[config.mk]
export PLATFORM = sky130hd
export DESIGN_NAME = pipe_step_ctrl
export DESIGN_NICKNAME = d
export VERILOG_FILES = /design/src/rtl/nucore_pkg.sv /design/src/rtl/pipe_step_ctrl_edge_rise.sv /design/src/rtl/pipe_step_ctrl.sv
export SDC_FILE = /design/constraint.sdc
export NUM_CORES = 1
export LEC_CHECK = 0
export ABC_AREA = 0
export ABC_CLOCK_PERIOD_IN_PS = 1850
export CAP_MARGIN = 20
export CORE_MARGIN = 2
export CORE_UTILIZATION = 45
export CTS_BUF_LIST = sky130_fd_sc_hd__clkbuf_8
export CTS_CLUSTER_DIAMETER = 80
export DETAILED_ROUTE_END_ITERATION = 10
export GPL_ROUTABILITY_DRIVEN = 0
export GPL_TIMING_DRIVEN = 1
export PLACE_DENSITY = 0.94
export SLEW_MARGIN = 20
export SYNTH_ARGS = -nofsm -noshare
export SYNTH_HDL_FRONTEND = slang
export SYNTH_SLANG_ARGS = --single-unit
[constraint.sdc]
create_clock -name Clk -period 1.85 [get_ports Clk]
set_input_delay 0.185 -clock Clk [delete_from_list [all_inputs] [get_ports Clk]]
set_output_delay 0.185 -clock Clk [all_outputs]
set_load 0.005 [all_outputs]
[src/rtl/nucore_pkg.sv]
// Shared NuCore definitions: sequencer state encoding, NOP instruction word, default PC width.
package nucore_pkg;

  typedef enum logic [1:0] {
    ST_HALTED = 2'b00,
    ST_RUN    = 2'b01,
    ST_DRAIN  = 2'b10,
    ST_STEP   = 2'b11
  } state_t;

  localparam int INSTR_W = 39;
  localparam logic [INSTR_W-1:0] NOP_WORD = '0;
  localparam int DEF_PCW = 6;

endpackage

[src/rtl/pipe_step_ctrl_edge_rise.sv]
// Rising-edge pulse generator: pulse is combinational, high in the cycle the input first reads 1.
// The history flop clears on reset; no backpressure.
module edge_rise (
  input  logic clk,
  input  logic rst_n,
  input  logic req_i,
  output logic pulse_o
);

  logic req_q;

  always_ff @(posedge clk or negedge rst_n) begin
    if (!rst_n) begin
      req_q <= 1'b0;
    end else begin
      req_q <= req_i;
    end
  end

  assign pulse_o = req_i & ~req_q;

endmodule

[src/rtl/pipe_step_ctrl.sv]
// Run/step/halt sequencer for NuCore: Moore pipeline enables, drains IF_ID/ID_EX/ALUREG before halting.
// Requests act on the clock edge after they rise; no backpressure, pulses seen during DRAIN are dropped.
module pipe_step_ctrl
  import nucore_pkg::*;
#(
  parameter int PCW       = DEF_PCW,
  parameter int DRAIN_CYC = 3,
  parameter int CNTW      = 16,
  parameter bit START_RUN = 1'b0
) (
  input  logic            Clk,
  input  logic            Rst,
  input  logic            run_req,
  input  logic            step_req,
  input  logic            halt_req,
  input  logic            bp_en,
  input  logic [PCW-1:0]  bp_addr,
  input  logic [PCW-1:0]  pc,
  output logic            pc_en,
  output logic            ifid_en,
  output logic            idex_en,
  output logic            alureg_en,
  output logic            ifid_bubble,
  output logic [1:0]      state,
  output logic            halted,
  output logic            step_done,
  output logic [CNTW-1:0] fetch_cnt
);

  if (DRAIN_CYC < 1) begin : g_bad_drain
    $error("pipe_step_ctrl: DRAIN_CYC must be >= 1");
  end

  localparam int DCW = (DRAIN_CYC > 1) ? $clog2(DRAIN_CYC) : 1;
  localparam logic [DCW-1:0] DRAIN_LOAD = DCW'(DRAIN_CYC - 1);
  localparam state_t RST_STATE = START_RUN ? ST_RUN : ST_HALTED;

  state_t          state_q;
  logic [DCW-1:0]  drain_q;
  logic [CNTW-1:0] fetch_q;
  logic            done_q;
  logic            run_p, step_p, halt_p;
  logic            bp_hit;

  edge_rise u_run_edge  (.clk(Clk), .rst_n(Rst), .req_i(run_req),  .pulse_o(run_p));
  edge_rise u_step_edge (.clk(Clk), .rst_n(Rst), .req_i(step_req), .pulse_o(step_p));
  edge_rise u_halt_edge (.clk(Clk), .rst_n(Rst), .req_i(halt_req), .pulse_o(halt_p));

  assign bp_hit = bp_en && (pc == bp_addr);

  always_ff @(posedge Clk or negedge Rst) begin
    if (!Rst) begin
      state_q <= RST_STATE;
      drain_q <= '0;
      fetch_q <= '0;
      done_q  <= 1'b0;
    end else begin
      done_q <= 1'b0;
      if (pc_en) begin
        fetch_q <= fetch_q + CNTW'(1);
      end
      case (state_q)
        ST_HALTED: begin
          // halt outranks step outranks run; a halt pulse just keeps us here
          if (!halt_p) begin
            if (step_p) begin
              state_q <= ST_STEP;
            end else if (run_p) begin
              state_q <= ST_RUN;
            end
          end
        end
        ST_RUN: begin
          if (halt_p || bp_hit) begin
            state_q <= ST_DRAIN;
            drain_q <= DRAIN_LOAD;
          end
        end
        ST_STEP: begin
          state_q <= ST_DRAIN;
          drain_q <= DRAIN_LOAD;
        end
        ST_DRAIN: begin
          if (drain_q == '0) begin
            state_q <= ST_HALTED;
            done_q  <= 1'b1;
          end else begin
            drain_q <= drain_q - DCW'(1);
          end
        end
        default: state_q <= RST_STATE;
      endcase
    end
  end

  always_comb begin
    pc_en       = 1'b0;
    ifid_en     = 1'b0;
    idex_en     = 1'b0;
    alureg_en   = 1'b0;
    ifid_bubble = 1'b0;
    halted      = 1'b0;
    case (state_q)
      ST_HALTED: halted = 1'b1;
      ST_RUN, ST_STEP: begin
        pc_en     = 1'b1;
        ifid_en   = 1'b1;
        idex_en   = 1'b1;
        alureg_en = 1'b1;
      end
      ST_DRAIN: begin
        // fetch frozen; NOPs chase the in-flight instructions out to ALUREG
        ifid_en     = 1'b1;
        idex_en     = 1'b1;
        alureg_en   = 1'b1;
        ifid_bubble = 1'b1;
      end
      default: halted = 1'b0;
    endcase
  end

  assign state     = state_q;
  assign step_done = done_q;
  assign fetch_cnt = fetch_q;

endmodule

==> key figures <==
Power
  • Lkg Pwr: 0.7196 nW
  • Maximum vdd drop: 0.9668 mV
  • Design Power: 1.868 mW
  • Power per Cell Area: 1125 mW/mm^2

Setup path
  • Type of the worst setup path: flop to primary output
  • Slowest cell on crit path: clkdlybuf4s50_1
  • CP Cell Sequence: or2_4, inv_1, clkdlybuf4s50_1
  • Register-to-register setup slack: 0.20 ns
  • CP startpoint kind: flop
  • Critical path arrival: 1.54 ns
  • Worst-case reg-to-reg path depth: 5
  • FF-to-FF Start: state[0]
  • Worst r2r dst: fetch_cnt[13]
  • Critical path required time: 1.66 ns
  • CP Capture Type: primary output
  • CP max FO: 5
  • Slowest stage delay, CP: 0.50 ns

Synth
  • Synthesized cell area: 0.001122 sq mm
  • Synth Area in XOR/XNOR: 17.17%
  • Ys flop type: dfrtp_1
  • Synth warnings: 0
  • Post-synthesis mux area share: 1.003%
  • Mapped Cells: 100
  • Synthesized area per cell: 11.22 sq um
  • Post-Synthesis Net Count: 120
  • Post-synth cell types: 31
  • Main combinational cell family by area after synthesis: simple AND/OR/NAND/NOR gates
  • Post-synthesis simple-gate area fraction: 17.61%
  • Synth Area in Compound Gates: 4.348%
  • Post-synthesis async set-or-reset flop share: 100.0%
  • Register area share after synthesis: 53.51%
  • Post-synthesis adder-cell area fraction: 2.230%
  • Number of flops mapped to enable cells by yosys: 0
  • FF+latch count, synth: 24

Routing
  • Routed Wire Length: 2422 um
  • Antenna-violating nets left: 0
  • Vias/cell: 5.079
  • First-pass DRT Iterations: 4
  • Detailed router's first-iteration violation count: 12
  • DR DRC count: 0
  • Via count: 904
  • Routed WL per cell: 13.61 um

Timing
  • Final Skew: 0.002015 ns
  • Period minus WS final: 1.725 ns
  • Final setup violation count: 0
  • Least-Margin Pin Slew: 0.2983 ns
  • RSZ-0062 raised after global routing: false
  • Setup TNS: 0 ns
  • Rel. slew slack: 79.93%
  • Fin crit share: 93.24%
  • Final WS setup: 0.1251 ns
  • Max Clk Rate: 579.7 MHz
  • Final Max Slew Viols: 0
  • Final Hold Viols: 0

Floorplanning
  • Rows: 18
  • Starting Density: 46.57%
  • Die extent in y: 53.94 um
  • I/O pin count: 43
  • Core box area: 0.002410 sq mm
  • Full die area: 0.002910 sq mm
  • Die X: 53.94 um

Job
  • Max-cap violations: 0

Cells and area
  • Commonest non-fill, non-tap cell in the layout: clkdlybuf4s50_1
  • Register area: 601.8 sq um
  • Final core occ: 68.90%
  • Share of layout cells above drive strength 1: 11.49%
  • N_diodes: 0
  • Most frequent cells in the layout: 42 x clkdlybuf4s50_1, 23 x dfrtp_1, 14 x xnor2_1
  • Post-route cell area: 0.001660 sq mm
  • Area of the multi-input gates: 478.0 sq um
  • Fill count: 184
  • Layout area overhead: 47.94%
  • Nets: 169

CTS
  • Reg clk slew, reported paths: 0.08 ns
  • Htree depth: 1
  • CTS Buf Count: 3
  • Root buf cell: clkbuf_8
  • Clk_lat worst skew: 0.26 ns
  • TritonCTS clock tree: yes
  • Clk sinks: 24
  • Clock buffer depth: 2

GRT
  • Number of global-route vias before repair: 906
  • Global-route wire length before repair: 3870 um
  • Largest net degree at the start of global routing: 25
  • Final global-route overflow total: 0
  • Global Route Usage Sum: 18.92%
  • Initial antenna violation count: 0

Placed design
  • IO buf count: 42
  • Dpl hpwl: 1862 um
  • Setup WS pre-CTS: 0.2187 ns
  • Placed cell area: 0.001579 sq mm

Min path
  • Worst min-delay path category: primary input to asynchronous set/reset pin

Outcome
  • Status: completed
## synth_stat cells (2+ instances only)
cell type,n,share of area [%]
xor2_1,8,6.2
nor2_1,7,2.3
xnor2_1,14,11
ha_1,2,2.2
inv_1,6,2.0
nand2_1,8,2.7
buf_4,2,1.3
nor2b_1,3,1.7
nand4_1,4,2.2
nand4_2,2,2.2
dfrtp_1,24,54
## how the worst max path moves through the flow
stage                      start             to  slack, ns  cells after the start
finish                  state[1]         halted       0.13                      3
global placement        state[0]  fetch_cnt[13]       0.31                      4
global route            state[1]         halted       0.08                      3
detailed placement      state[0]  fetch_cnt[13]       0.22                      4
floorplan           fetch_cnt[2]  fetch_cnt[13]       0.38                      4
CTS                     state[1]         halted       0.01                      3
## metal layers
layer	global-route usage [%]	share of wire [%]	routed length, um
met1	22.26	42	1010
met2	33.33	50	1199
met3	3.889	7.2	175
met4	7.692	1.5	36
met5	0	0	0
## logic make-up (layout without fill, tap and decap cells)
| group | Yosys count | after routing |
|---|---|---|
| compound gates | 7 | 7 |
| xor+xnor | 22 | 22 |
| fa+ha+maj | 2 | 2 |
| buf+inv | 10 | 58 |
| flops | 24 | 24 |
| mux | 1 | 1 |
| simple gates | 34 | 34 |
## sequential cells by signal, indices dropped and copies added (netlist names)
name and count:
u_step_edge.req_q 1, u_run_edge.req_q 1, drain_q 2, u_halt_edge.req_q 1
state 2, step_done 1, fetch_cnt 16
## area by class of cell
| type | count | share of cell area (%) |
|---|---|---|
| tap | 30 | 2.261 |
| clock buffer | 4 | 3.316 |
| sequential | 24 | 36.25 |
| timing repair buffer | 48 | 28.03 |
| inverter | 6 | 1.356 |
| multi-input combinational | 66 | 28.79 |
## what timing repair did
action,4_1_cts,5_1_grt
gates resized for setup,1,1
buffers inserted,1,2
endpoints found under the setup margin,1,1
hold buffers,0,0
## critical path, delay by kind of cell, from the launching register on
family | cells | cell delay [ns]
buffers and inverters | 2 | 0.58
flip-flops | 1 | 0.42
AND/OR/NAND/NOR | 1 | 0.29
## power breakdown
part	switching (mW)	internal (mW)	total [mW]	leakage (nW)
logic	0.280	0.488	0.768	0.381
clock network	0.159	0.190	0.349	0.0288
registers	0.117	0.634	0.751	0.310
## metrics by stage
| step | cells | hold slack, ns |
|---|---|---|
| final | 178 | 0.2807 |
| after global routing | 178 | 0.3025 |
| after CTS | 176 | 0.2865 |
| after detailed placement | 171 | 0.4621 |
| after global placement | 171 | 0.4603 |
| after floorplan | 100 | -0.1106 |
Power figures use the tool's default switching activity.
